[src/rtl/fifo_wr_mem_ctrl.sv]
// Write-clock half of an asynchronous FIFO: storage array, binary/Gray write pointer,
// full, almost-full, fill level and sticky overflow, all registered in the wclk domain.
module fifo_wr_mem_ctrl #(
    parameter int unsigned DATA_WIDTH   = 8,
    parameter int unsigned ADDR_WIDTH   = 3,
    parameter int unsigned AFULL_THRESH = 6,
    parameter bit          RESET_MEM    = 1'b1
) (
    input  logic                  wclk,
    input  logic                  RST,
    input  logic                  winc,
    input  logic [DATA_WIDTH-1:0] wdata,
    input  logic [ADDR_WIDTH:0]   rgray_sync,
    input  logic [ADDR_WIDTH-1:0] raddr,
    input  logic                  wovf_clr,
    output logic [DATA_WIDTH-1:0] rdata,
    output logic [ADDR_WIDTH:0]   wgray,
    output logic                  wfull,
    output logic                  walmost_full,
    output logic [ADDR_WIDTH:0]   wlevel,
    output logic                  wovf
);

    localparam int unsigned AW    = ADDR_WIDTH;
    localparam int unsigned DEPTH = 2 ** ADDR_WIDTH;
    localparam logic [AW:0] AFULL_L = (AW + 1)'(AFULL_THRESH);

    function automatic logic [AW:0] bin2gray(input logic [AW:0] b);
        return b ^ (b >> 1);
    endfunction

    function automatic logic [AW:0] gray2bin(input logic [AW:0] g);
        logic [AW:0] b;
        b[AW] = g[AW];
        for (int i = int'(AW) - 1; i >= 0; i--) begin
            b[i] = b[i+1] ^ g[i];
        end
        return b;
    endfunction

    logic [DATA_WIDTH-1:0] r_mem [DEPTH];
    logic [AW:0]           r_wbin;
    logic [AW:0]           r_wgray;
    logic                  r_wfull;
    logic                  r_walmost_full;
    logic [AW:0]           r_wlevel;
    logic                  r_wovf;

    logic                  w_wen;
    logic [AW:0]           w_wbin_next;
    logic [AW:0]           w_wgray_next;
    logic [AW:0]           w_rbin_sync;
    logic [AW:0]           w_level_next;
    logic                  w_full_next;
    logic [AW:0]           w_full_pattern;

    // Next-state pointer, level and full computation from the synchronised read pointer
    always_comb begin
        w_wen          = winc & ~r_wfull;
        w_wbin_next    = r_wbin + {{AW{1'b0}}, w_wen};
        w_wgray_next   = bin2gray(w_wbin_next);
        w_rbin_sync    = gray2bin(rgray_sync);
        w_level_next   = w_wbin_next - w_rbin_sync;
        // Full when the write pointer is one lap ahead: top two Gray bits inverted, rest equal
        w_full_pattern = {~rgray_sync[AW:AW-1], rgray_sync[AW-2:0]};
        w_full_next    = (w_wgray_next == w_full_pattern);
    end

    // Pointer and status flag registers
    always_ff @(posedge wclk or negedge RST) begin
        if (!RST) begin
            r_wbin         <= {(AW+1){1'b0}};
            r_wgray        <= {(AW+1){1'b0}};
            r_wfull        <= 1'b0;
            r_walmost_full <= 1'b0;
            r_wlevel       <= {(AW+1){1'b0}};
        end else begin
            r_wbin         <= w_wbin_next;
            r_wgray        <= w_wgray_next;
            r_wfull        <= w_full_next;
            r_walmost_full <= (w_level_next >= AFULL_L);
            r_wlevel       <= w_level_next;
        end
    end

    // Sticky overflow: a dropped write beats a simultaneous clear
    always_ff @(posedge wclk or negedge RST) begin
        if (!RST) begin
            r_wovf <= 1'b0;
        end else if (winc && r_wfull) begin
            r_wovf <= 1'b1;
        end else if (wovf_clr) begin
            r_wovf <= 1'b0;
        end else begin
            r_wovf <= r_wovf;
        end
    end

    generate
        if (RESET_MEM) begin : g_mem_rst
            // Storage array cleared on reset
            always_ff @(posedge wclk or negedge RST) begin
                if (!RST) begin
                    for (int i = 0; i < int'(DEPTH); i++) begin
                        r_mem[i] <= {DATA_WIDTH{1'b0}};
                    end
                end else if (w_wen) begin
                    r_mem[r_wbin[AW-1:0]] <= wdata;
                end
            end
        end else begin : g_mem_norst
            // Storage array without reset
            always_ff @(posedge wclk) begin
                if (w_wen) begin
                    r_mem[r_wbin[AW-1:0]] <= wdata;
                end
            end
        end
    endgenerate

    assign rdata        = r_mem[raddr];
    assign wgray        = r_wgray;
    assign wfull        = r_wfull;
    assign walmost_full = r_walmost_full;
    assign wlevel       = r_wlevel;
    assign wovf         = r_wovf;

endmodule
[config.mk]
export PLATFORM = sky130hd
export DESIGN_NAME = fifo_wr_mem_ctrl
export DESIGN_NICKNAME = d
export VERILOG_FILES = /design/src/rtl/fifo_wr_mem_ctrl.sv
export SDC_FILE = /design/constraint.sdc
export NUM_CORES = 1
export LEC_CHECK = 0
export CORE_MARGIN = 2
export CORE_UTILIZATION = 25
export CTS_CLUSTER_SIZE = 24
export DETAILED_ROUTE_END_ITERATION = 16
export GPL_TIMING_DRIVEN = 0
export SYNTH_ARGS = -nofsm -noshare
export SYNTH_HDL_FRONTEND = slang
export SYNTH_SLANG_ARGS = --single-unit
[constraint.sdc]
create_clock -name wclk -period 3 [get_ports wclk]
set_input_delay 0.9 -clock wclk [delete_from_list [all_inputs] [get_ports wclk]]
set_output_delay 0.9 -clock wclk [all_outputs]
set_load 0.05 [all_outputs]
Word-level counts from Yosys, hierarchy flattened
Index checks and enable logic that the tools add are counted.
{"block": "word_totals", "output_inout_bits": 19, "inputBits": 19, "wordCells": 41, "regBits": 79}
{"block": "op_classes", "magnitude_cmp": 4, "n_bitwise": 9, "reduce_logical": 3, "n_eq_ne": 1, "addsub": 2, "n_mux": 8}
{"operator": "64-bit bitwise mux", "n": 1}
{"operator": "8-bit binary-select mux with 3-bit select", "n": 1}
{"operator": "8-bit demux with 3-bit select", "n": 1}
{"operator": "8-bit 2-to-1 mux", "n": 3}
{"operator": "4-bit greater-or-equal comparator, second input constant", "n": 2}
{"operator": "3-bit inverter with 4-bit output", "n": 2}
{"operator": "4-bit by 1-bit adder with 4-bit output", "n": 1}
{"operator": "4-bit equality test", "n": 1}
{"operator": "4-bit by 3-bit greater-or-equal comparator with 1-bit output, second input constant", "n": 1}
{"operator": "4-bit by 1-bit less-than comparator with 1-bit output, second input constant", "n": 1}
{"operator": "4-bit subtractor", "n": 1}
{"operator": "4-bit by 3-bit XOR with 4-bit output", "n": 1}
{"operator": "1-bit XOR", "n": 3}
{"operator": "1-bit logical AND", "n": 2}
{"operator": "1-bit 2-to-1 mux", "n": 2}
{"operator": "2-bit inverter", "n": 1}
{"operator": "2-bit nonzero test", "n": 1}
{"operator": "1-bit AND", "n": 1}
{"operator": "1-bit inverter", "n": 1}

Longest topological paths before layout
Gate-level depths: netlist (run 1).
{"block": "depth", "word_depth": 6, "ltp_mapped": 9}

Worst setup path after synthesis (run 1)
No wires, ideal clock.
{"block": "synth_timing", "kind": "input-to-output", "start": "input port raddr[0]", "end": "output port rdata[0]", "n_path_buf": 2, "stages": 4, "arrival_ps": 2124, "t_required_ps": 2100, "slack_ps": -24, "cell_sequence": "buf_4 -> buf_6 -> mux4_2 -> mux2_2"}
{"block": "synth_between", "elab_chain_len": 4}
{"element": "start, declared", "line": "14", "source": "input logic [ADDR_WIDTH-1:0] raddr,"}
{"element": "3-bit inverter with 4-bit output (implied by the code)", "line": "121", "source": "assign rdata = r_mem[raddr];"}
{"element": "8-bit binary-select mux with 3-bit select", "line": "121"}
{"element": "8-bit 2-to-1 mux (implied by the code) (2 in series)", "line": "121"}
{"element": "end, declared", "line": "16", "source": "output logic [DATA_WIDTH-1:0] rdata,"}
Every way passes these cells. The select of a mux whose other input is x is not followed.

Final worst setup path (run 1)
{"block": "layout_timing", "start": "input port raddr[0]", "end": "output port rdata[3]"}
Same word-level chain as after synthesis.

==> results of run 1 <==
==> sequential cells by signal, summed over array words and instances (netlist names) <==
register / flops
r_mem: 64
r_wbin: 4
walmost_full: 1
wfull: 1
wgray: 3
wlevel: 4
wovf: 1
==> timing repair <==
item	CTS	global route
endpoints found under the setup margin	10	6
pin swaps	0	1
cloned	1	0
gates resized for setup	74	4
setup buffers	4	8
==> layer usage <==
| metal | vias to the layer above | routed length [um] | track usage |
|---|---|---|---|
| met5 | - | 0 | 0 |
| met4 | 0 | 86 | 0.0284 |
| met3 | 10 | 427 | 0.0395 |
| met2 | 50 | 3590 | 0.158 |
| met1 | 1092 | 3700 | 0.145 |
| li1 | 953 | - | - |
==> cell type report <==
class / instances / area share
inverter: 5 / 0.00390
sequential: 78 / 0.406
timing repair buffer: 48 / 0.106
tap: 184 / 0.0479
multi-input combinational: 136 / 0.356
buffer: 8 / 0.0187
clock inverter: 4 / 0.00598
clock buffer: 12 / 0.0554
==> stage by stage <==
| step | power, mW | TNS [ps] | util | hold slack [ps] |
|---|---|---|---|---|
| finish | 5.52 | 0 | 0.335 | 499 |
| global route | 5.85 | -66.2 | 0.335 | 509 |
| detailed placement | 4.26 | -10120 | 0.297 | 488 |
| floorplan | 3.63 | 0 | - | 474 |
| CTS | 5.48 | 0 | 0.329 | 502 |
| global placement | 4.18 | -130250 | 0.295 | 482 |
==> power groups by stage <==
stage	sequential [mW]	clock, mW	combinational, mW
2_1_floorplan	2.05	0	1.58
3_3_place_gp	1.85	0	2.32
3_5_place_dp	1.88	0	2.38
4_1_cts	1.88	1.08	2.52
5_1_grt	1.94	1.13	2.78
6_report	1.88	1.05	2.59
==> cells by family (layout without fill, tap and decap cells) <==
family | Yosys count | in the layout | share of synthesized area
muxes | 88 | 88 | 0.322
xor gates and xnor gates | 14 | 14 | 0.0416
AOI/OAI and AO/OA | 6 | 6 | 0.0110
and+or+nand+nor | 22 | 22 | 0.0465
adders and majority gates | 6 | 6 | 0.0227
buffers and inverters | 13 | 77 | 0.0193
DFF | 78 | 78 | 0.537
==> worst paths after layout <==
kind | depth (start not counted) | startpoint | end | slack, ps
max in group asynchronous | 2 | RST | r_mem[50]$_DFFE_PN0P_ | 1920
hold reg to reg | 1 | r_mem[39]$_DFFE_PN0P_ | r_mem[39]$_DFFE_PN0P_ | 500
min in group wclk | 1 | r_mem[39]$_DFFE_PN0P_ | r_mem[39]$_DFFE_PN0P_ | 500
setup reg to reg | 9 | wfull$_DFF_PN0_ | walmost_full$_DFF_PN0_ | 740
hold / removal | 1 | RST | wgray[2]$_DFF_PN0_ | 500
setup / recovery | 5 | raddr[0] | rdata[3] | 20
==> cells in the final DEF (no fill, tap or decap), types with 2 or more instances in the layout <==
cell type	count
a21o_1	2
inv_1	5
buf_12	2
xor2_2	2
xnor2_1	2
clkinvlp_4	2
buf_6	8
nand3_1	5
xor2_1	7
buf_4	14
dfrtp_1	78
nand3b_2	2
nor3b_4	2
mux2_4	8
mux4_2	16
ha_4	3
ha_1	2
clkbuf_8	3
nand2_1	3
buf_16	3
clkdlybuf4s50_1	24
mux2_2	64
clkbuf_16	9
==> results.sh, run 1 <==
export IMPL_antenna_found_initial=0
export IMPL_yosysUniqueCellTypes=34
export IMPL_multiInputGateArea_sq_um=1710
export IMPL_initial_utilization=0.253
export IMPL_crit_required_ps=2100
export IMPL_antennaDiodeCount=0
export IMPL_grt_pass1_vias=2265
export IMPL_period_share=0.993
export IMPL_io_pins=38
export IMPL_slew_violations=0
export IMPL_leakage_nw=2.03
export IMPL_clk_latency_ps=330
export IMPL_internal_power_mw=3.58
export IMPL_synth_largest_area_cell="dfrtp_1"
export IMPL_ir_worst_vdd_uv=668
export IMPL_drt_iter0_markers=91
export IMPL_wl_per_cell_um=16.4
export IMPL_wl_um=7800
export IMPL_cts_tree="done"
export IMPL_synth_fp_nets=252
export IMPL_worst_setup_path_start_kind="primary input"
export IMPL_rows=44
export IMPL_drive_gt1_frac=0.515
export IMPL_cts_buffers=9
export IMPL_crit_buf_inv=3
export IMPL_fin_crit_ps=2980
export IMPL_die_w_um=125
export IMPL_grt_first_pass_wirelength_um=12600
export IMPL_synth_cells=227
export IMPL_dp_final_hpwl_um=4930
export IMPL_p_clk_frac=0.190
export IMPL_synth_edf_count=0
export IMPL_io_buffers=34
export IMPL_final_nets=311
export IMPL_cts_hold_buf=0
export IMPL_synthToLayoutAreaGrowth_pct=32.3
export IMPL_critical_path_class="in2out"
export IMPL_cp_max_fo=6
export IMPL_cp_arrival_ps=2080
export IMPL_pre_cts_ws_ps=-1030
export IMPL_worst_slack_ps=21.1
export IMPL_synth_flop_cell="dfrtp_1"
export IMPL_cts_sinks=78
export IMPL_max_slew_margin=0.443
export IMPL_synth_top_area_share=0.537
export IMPL_p_per_area_nw_per_um2=1150
export IMPL_path_delay_family="multiplexers"
export IMPL_coreArea_sq_um=14400
export IMPL_clock_root_buffer="clkbuf_16"
export IMPL_p_sw_frac=0.352
export IMPL_cts_reportedPaths_clkPinSlew_ps=60
export IMPL_yosys_warnings=0
export IMPL_cp_cell_sequence="buf_16 > buf_12 > mux4_2 > mux2_4 > buf_6"
export IMPL_die_area_sq_um=15500
export IMPL_seq_power_share=0.341
export IMPL_combPwrFrac=0.469
export IMPL_ant_nets=0
export IMPL_grt_ovfl_total=0
export IMPL_syn_area_per_cell_sq_um=16.0
export IMPL_drt_vias_per_instance=4.43
export IMPL_vias=2105
export IMPL_firstDrtPassIters=4
export IMPL_switching_power_mw=1.94
export IMPL_syn_area_sq_um=3640
export IMPL_grt_max_degree=49
export IMPL_end_kind="output pin"
export IMPL_cts_path_max_buffers=2
export IMPL_cp_slowest_cell="mux4_2"
export IMPL_skew_ps=6.77
export IMPL_synth_seq_cells=78
export IMPL_max_freq_mhz=336
export IMPL_fin_cells=475
export IMPL_synth_async_reset_ratio=1.00
export IMPL_slowest_delay_ps=500
export IMPL_dp_cells=446
export IMPL_maxCapViolCount=0
export IMPL_status="completed"
export IMPL_hold_viol_final=0
export IMPL_fill_cells=1387
export IMPL_gp_congestion=0.694
export IMPL_rsz0062_at_grt="true"
export IMPL_dieHeight_um=125
export IMPL_hold_class="in2async"
export IMPL_synth_most_common_cell="dfrtp_1"
export IMPL_cts_max_level=3
export IMPL_drc=0
export IMPL_tightestPinTransition_ps=835
export IMPL_finalSetupViolations=0
export IMPL_fin_area_sq_um=4810
export IMPL_ys_top_cells_by_count="dfrtp_1 (78), mux2_2 (72), mux4_2 (16)"
export IMPL_grtUsageTotal=0.106
export IMPL_seq_area_sq_um=1950
export IMPL_synth_area_leaders="dfrtp_1 (54%), mux2_2 (22%), mux4_2 (9.9%), xor2_1 (1.9%), ha_1 (1.7%)"
export IMPL_ys_seq_area_frac=0.537
export IMPL_post_dp_cell_area_sq_um=4260
Note: power is estimated with default switching activity, not from simulation.
==> run 2: changes to the inputs <==
- CTS_BUF_LIST: default -> sky130_fd_sc_hd__clkbuf_16
==> run 2 against run 1 <==
Compared with the run above:
- flip-flop and latch count stayed put
- routed wire length down 0.18%
- hold slack better by 3.1 ps
- core utilization down 0.21 points
- cell count did not move
- die area stayed put
- clock skew is essentially flat
- sequential power hardly changed
- critical path depth unchanged
- power fell by 1.4%
==> results.sh, run 2 (synthesized netlist as in run 1, its figures left out) <==
export IMPL_worstSetupStartpoint="raddr[0]"
export IMPL_reg2reg_from="wfull$_DFF_PN0_"
export IMPL_pre_cts_ws_ps=-1030
export IMPL_status="completed"
export IMPL_skew_ps=6.67
export IMPL_cts_path_max_buffers=2
export IMPL_ant_nets=0
export IMPL_max_freq_mhz=335
export IMPL_critical_path_class="in2out"
export IMPL_grt_ovfl_total=0
export IMPL_final_nets=311
export IMPL_p_sw_frac=0.356
export IMPL_drive_gt1_frac=0.505
export IMPL_cp_arrival_ps=2080
export IMPL_internal_power_mw=3.50
export IMPL_cts_max_level=3
export IMPL_regMostFlops="r_mem"
export IMPL_fill_cells=1393
export IMPL_cp_slowest_cell="mux4_2"
export IMPL_period_share=0.994
export IMPL_ir_worst_vdd_uv=668
export IMPL_seq_power_share=0.346
export IMPL_end_kind="output pin"
export IMPL_crit_required_ps=2100
export IMPL_multiInputGateArea_sq_um=1710
export IMPL_grt_pass1_vias=2261
export IMPL_wl_um=7790
export IMPL_drt_vias_per_instance=4.37
export IMPL_vias=2075
export IMPL_grtUsageTotal=0.106
export IMPL_final_common_cell="dfrtp_1"
export IMPL_coreArea_sq_um=14400
export IMPL_rows=44
export IMPL_dp_cells=446
export IMPL_grt_first_pass_wirelength_um=12600
export IMPL_cts_buffers=9
export IMPL_gp_congestion=0.694
export IMPL_drc=0
export IMPL_switching_power_mw=1.94
export IMPL_worst_slack_ps=18.9
export IMPL_firstDrtPassIters=6
export IMPL_worst_setup_path_start_kind="primary input"
export IMPL_p_clk_frac=0.179
export IMPL_wl_met3_um=424
export IMPL_fin_tns_setup_ps=0
export IMPL_p_per_area_nw_per_um2=1140
export IMPL_hold_class="in2async"
export IMPL_antennaDiodeCount=0
export IMPL_synthToLayoutAreaGrowth_pct=31.5
export IMPL_cp_cell_sequence="buf_16 > buf_12 > mux4_2 > mux2_4 > buf_6"
export IMPL_tightestPinTransition_ps=840
export IMPL_seq_area_sq_um=1950
export IMPL_cp_max_fo=6
export IMPL_cts_sinks=78
export IMPL_slowest_delay_ps=500
export IMPL_grt_max_degree=49
export IMPL_max_slew_margin=0.440
export IMPL_dp_final_hpwl_um=4930
export IMPL_fin_cells=475
export IMPL_cts_hold_buf=0
export IMPL_hold_viol_final=0
export IMPL_crit_buf_inv=3
export IMPL_finalSetupViolations=0
export IMPL_maxCapViolCount=0
export IMPL_drt_iter0_markers=116
export IMPL_antenna_found_initial=0
export IMPL_combPwrFrac=0.475
export IMPL_clk_latency_ps=330
export IMPL_fin_area_sq_um=4780
export IMPL_wl_per_cell_um=16.4
export IMPL_fin_crit_ps=2980
export IMPL_die_w_um=125
export IMPL_layout_common_cells="dfrtp_1 (78), mux2_2 (64), clkdlybuf4s50_1 (24), mux4_2 (16), buf_4 (14)"
export IMPL_post_dp_cell_area_sq_um=4260
export IMPL_hold_worst_slack_ps=502
export IMPL_path_delay_family="multiplexers"
export IMPL_dieHeight_um=125
export IMPL_highest_layer="met4"
export IMPL_leakage_nw=2.02
export IMPL_initial_utilization=0.253
export IMPL_largest_reg_flops=64
export IMPL_clock_root_buffer="clkbuf_16"
export IMPL_io_pins=38
export IMPL_routed_wl_met2_um=3560
export IMPL_routedLengthMet1_um=3740
export IMPL_cts_tree="done"
export IMPL_die_area_sq_um=15500
export IMPL_cts_reportedPaths_clkPinSlew_ps=60
export IMPL_slew_violations=0
export IMPL_rsz0062_at_grt="true"
export IMPL_io_buffers=34
[run 2: path summary, 6_finish.rpt]
check                                    endpoint  slack [ps]  cells after the start
setup / recovery                         rdata[3]          20                      5
hold / removal                 wgray[2]$_DFF_PN0_         500                      1
setup reg to reg           walmost_full$_DFF_PN0_         740                      9
hold reg to reg             r_mem[15]$_DFFE_PN0P_         500                      1
max in group asynchronous   r_mem[50]$_DFFE_PN0P_        1910                      2
min in group wclk           r_mem[15]$_DFFE_PN0P_         500                      1
[run 2: layout make-up]
| type | instances | share of cell area |
|---|---|---|
| plain buffers | 8 | 0.0188 |
| clock buffers | 9 | 0.0471 |
| clock inverters | 7 | 0.00837 |
| inverters | 5 | 0.00393 |
| multi-input cells | 136 | 0.358 |
| flip-flops and latches | 78 | 0.408 |
| well taps | 184 | 0.0482 |
| repair buffers | 48 | 0.107 |
[run 2: per-layer routing]
layer  track usage  vias up
met2         0.158       47
met5             0        -
met3        0.0434        8
met1         0.145     1063
li1              -      957
met4        0.0225        0
[run 2: stage by stage]
stage               utilization  power (mW)
floorplan                     -        3.63
global placement          0.295        4.18
detailed placement        0.297        4.26
CTS                       0.326        5.40
global route              0.333        5.77
finish                    0.333        5.44
[run 2: power by group through the flow]
stage	combinational (mW)	sequential [mW]	clock [mW]
after floorplan	1.58	2.05	0
after global placement	2.32	1.85	0
after detailed placement	2.38	1.88	0
after CTS	2.52	1.88	1.00
after global routing	2.78	1.94	1.05
final	2.59	1.88	0.973
[run 2: timing repair]
action / in CTS / in global routing
setup endpoints to repair: 10 / 6
gates cloned: 1 / 0
buffers inserted: 4 / 8
resized for setup: 74 / 4
pin swaps: 0 / 1
==> run 3: changes to the inputs <==
- CORE_MARGIN: 2 -> 5
==> run 3 against run 2 <==
Compared with the run above:
- routed wire length is 0.31% higher
- die area rose by 9.9%
- sequential share of layout area increased by 0.49 points
- register-to-register slack better by 50 ps
- final area fell by 1.2%
- first-iteration DRC count decreased by 29%
- worst setup slack about the same
- flip-flop and latch count did not move
- via count down 1.4%
- core utilization is 0.52 points lower
- critical path depth is the same
- hold slack got worse by 1.8 ps
==> results.sh, run 3 (synthesized netlist as in run 1, its figures left out) <==
export IMPL_period_share=0.994
export IMPL_die_w_um=131
export IMPL_drc=0
export IMPL_crit_required_ps=2100
export IMPL_skew_ps=4.04
export IMPL_initial_utilization=0.252
export IMPL_firstDrtPassIters=4
export IMPL_final_nets=306
export IMPL_io_pins=38
export IMPL_cts_sinks=78
export IMPL_critPathCapture="rdata[5]"
export IMPL_worstHoldStart="r_mem[14]$_DFFE_PN0P_"
export IMPL_drt_iter0_markers=82
export IMPL_grt_first_pass_wirelength_um=12600
export IMPL_coreArea_sq_um=14400
export IMPL_p_per_area_nw_per_um2=1120
export IMPL_busiest_layer="met2"
export IMPL_rows=44
export IMPL_wl_um=7810
export IMPL_cts_hold_buf=0
export IMPL_largest_reg_flops=64
export IMPL_grt_met1_usage=0.133
export IMPL_grt_use_met2=0.153
export IMPL_cts_reportedPaths_clkPinSlew_ps=50
export IMPL_slew_violations=0
export IMPL_finalSetupViolations=0
export IMPL_tightestPinTransition_ps=661
export IMPL_vias=2045
export IMPL_final_common_cell="dfrtp_1"
export IMPL_fin_area_sq_um=4720
export IMPL_clock_root_buffer="clkbuf_16"
export IMPL_cts_buffers=9
export IMPL_critical_path_class="in2out"
export IMPL_hold_viol_final=0
export IMPL_wl_per_cell_um=16.7
export IMPL_worst_setup_path_start_kind="primary input"
export IMPL_grtUsageTotal=0.0988
export IMPL_antenna_found_initial=0
export IMPL_grt_ovfl_total=0
export IMPL_fin_tns_setup_ps=0
export IMPL_antennaDiodeCount=0
export IMPL_drt_vias_per_instance=4.36
export IMPL_end_kind="output pin"
export IMPL_cts_tree="done"
export IMPL_layout_common_cells="dfrtp_1 (78), mux2_2 (64), clkdlybuf4s50_1 (25), mux4_2 (16)"
export IMPL_grt_pass1_vias=2275
export IMPL_max_freq_mhz=335
export IMPL_status="completed"
export IMPL_rsz0062_at_grt="true"
export IMPL_reg2reg_from="r_wbin[0]$_DFF_PN0_"
export IMPL_max_slew_margin=0.559
export IMPL_dieHeight_um=131
export IMPL_met3_usage=0.0305
export IMPL_maxCapViolCount=0
export IMPL_fin_crit_ps=2980
export IMPL_clk_latency_ps=320
export IMPL_r2r_end="walmost_full$_DFF_PN0_"
export IMPL_leakage_nw=1.99
export IMPL_die_area_sq_um=17100
export IMPL_r2r_cells=8
export IMPL_post_dp_cell_area_sq_um=4260
export IMPL_grt_max_degree=46
export IMPL_drive_gt1_frac=0.491
export IMPL_regMostFlops="r_mem"
export IMPL_ant_nets=0
export IMPL_hold_class="reg2reg"
export IMPL_cts_max_level=3
export IMPL_synthToLayoutAreaGrowth_pct=29.9
export IMPL_cts_path_max_buffers=2
export IMPL_ir_worst_vdd_uv=955
export IMPL_ff2ff_setup_slack_ps=790
export IMPL_io_buffers=34
export IMPL_cp_arrival_ps=2080
export IMPL_cp_max_fo=7
export IMPL_worstSetupStartpoint="raddr[0]"
export IMPL_holdPathStages=1
export IMPL_dp_final_hpwl_um=5130
export IMPL_gp_congestion=0.674
==> run 3: final cells by class <==
cell class	count	area (sq um)
Sequential cell	78	1950
Clock buffer	9	225
Tap cell	184	230
Multi-Input combinational cell	136	1710
Fill cell	1412	9700
Inverter	5	18.8
Clock inverter	6	23.8
Buffer	8	90.1
Timing Repair Buffer	43	472
==> run 3: power breakdown <==
part / leakage (nW) / internal, mW / switching (mW)
logic: 0.923 / 1.29 / 1.21
clock network: 0.134 / 0.538 / 0.385
registers: 0.936 / 1.60 / 0.275
total: 1.99 / 3.43 / 1.87
==> run 3: worst max-delay path, stage by stage <==
cell and delay (ps):
buf_12 110, buf_12 130, mux4_2 490, mux2_4 290, buf_6 150
==> run 3: metal layers <==
layer	wire length (um)	vias to the layer above
met4	89	0
met5	0	-
li1	-	936
met2	3690	33
met1	3670	1068
met3	363	8
==> run 3: stage by stage <==
stage	instances	worst slack, ps	utilization	hold slack, ps	power, mW
after global placement	445	-1720	0.294	482	4.19
final	469	19.2	0.328	501	5.30
after global routing	469	-12.9	0.328	511	5.64
after floorplan	227	7.22	-	474	3.63
after CTS	466	0.0362	0.324	502	5.32
after detailed placement	446	-942	0.295	490	4.25
==> run 3: what timing repair did <==
action | in CTS | in global routing
hold endpoints to repair | 0 | 0
endpoints found under the setup margin | 10 | 7
gates resized for setup | 75 | 3
gates cloned | 1 | 0
pin swaps | 0 | 1
setup buffers | 4 | 3
==> run 3: worst min-delay path by stage <==
stage | end
global placement | r_mem[50]$_DFFE_PN0P_
floorplan | r_mem[40]$_DFFE_PN0P_
detailed placement | r_mem[60]$_DFFE_PN0P_
CTS | r_mem[47]$_DFFE_PN0P_
finish | r_mem[14]$_DFFE_PN0P_
global route | r_mem[47]$_DFFE_PN0P_
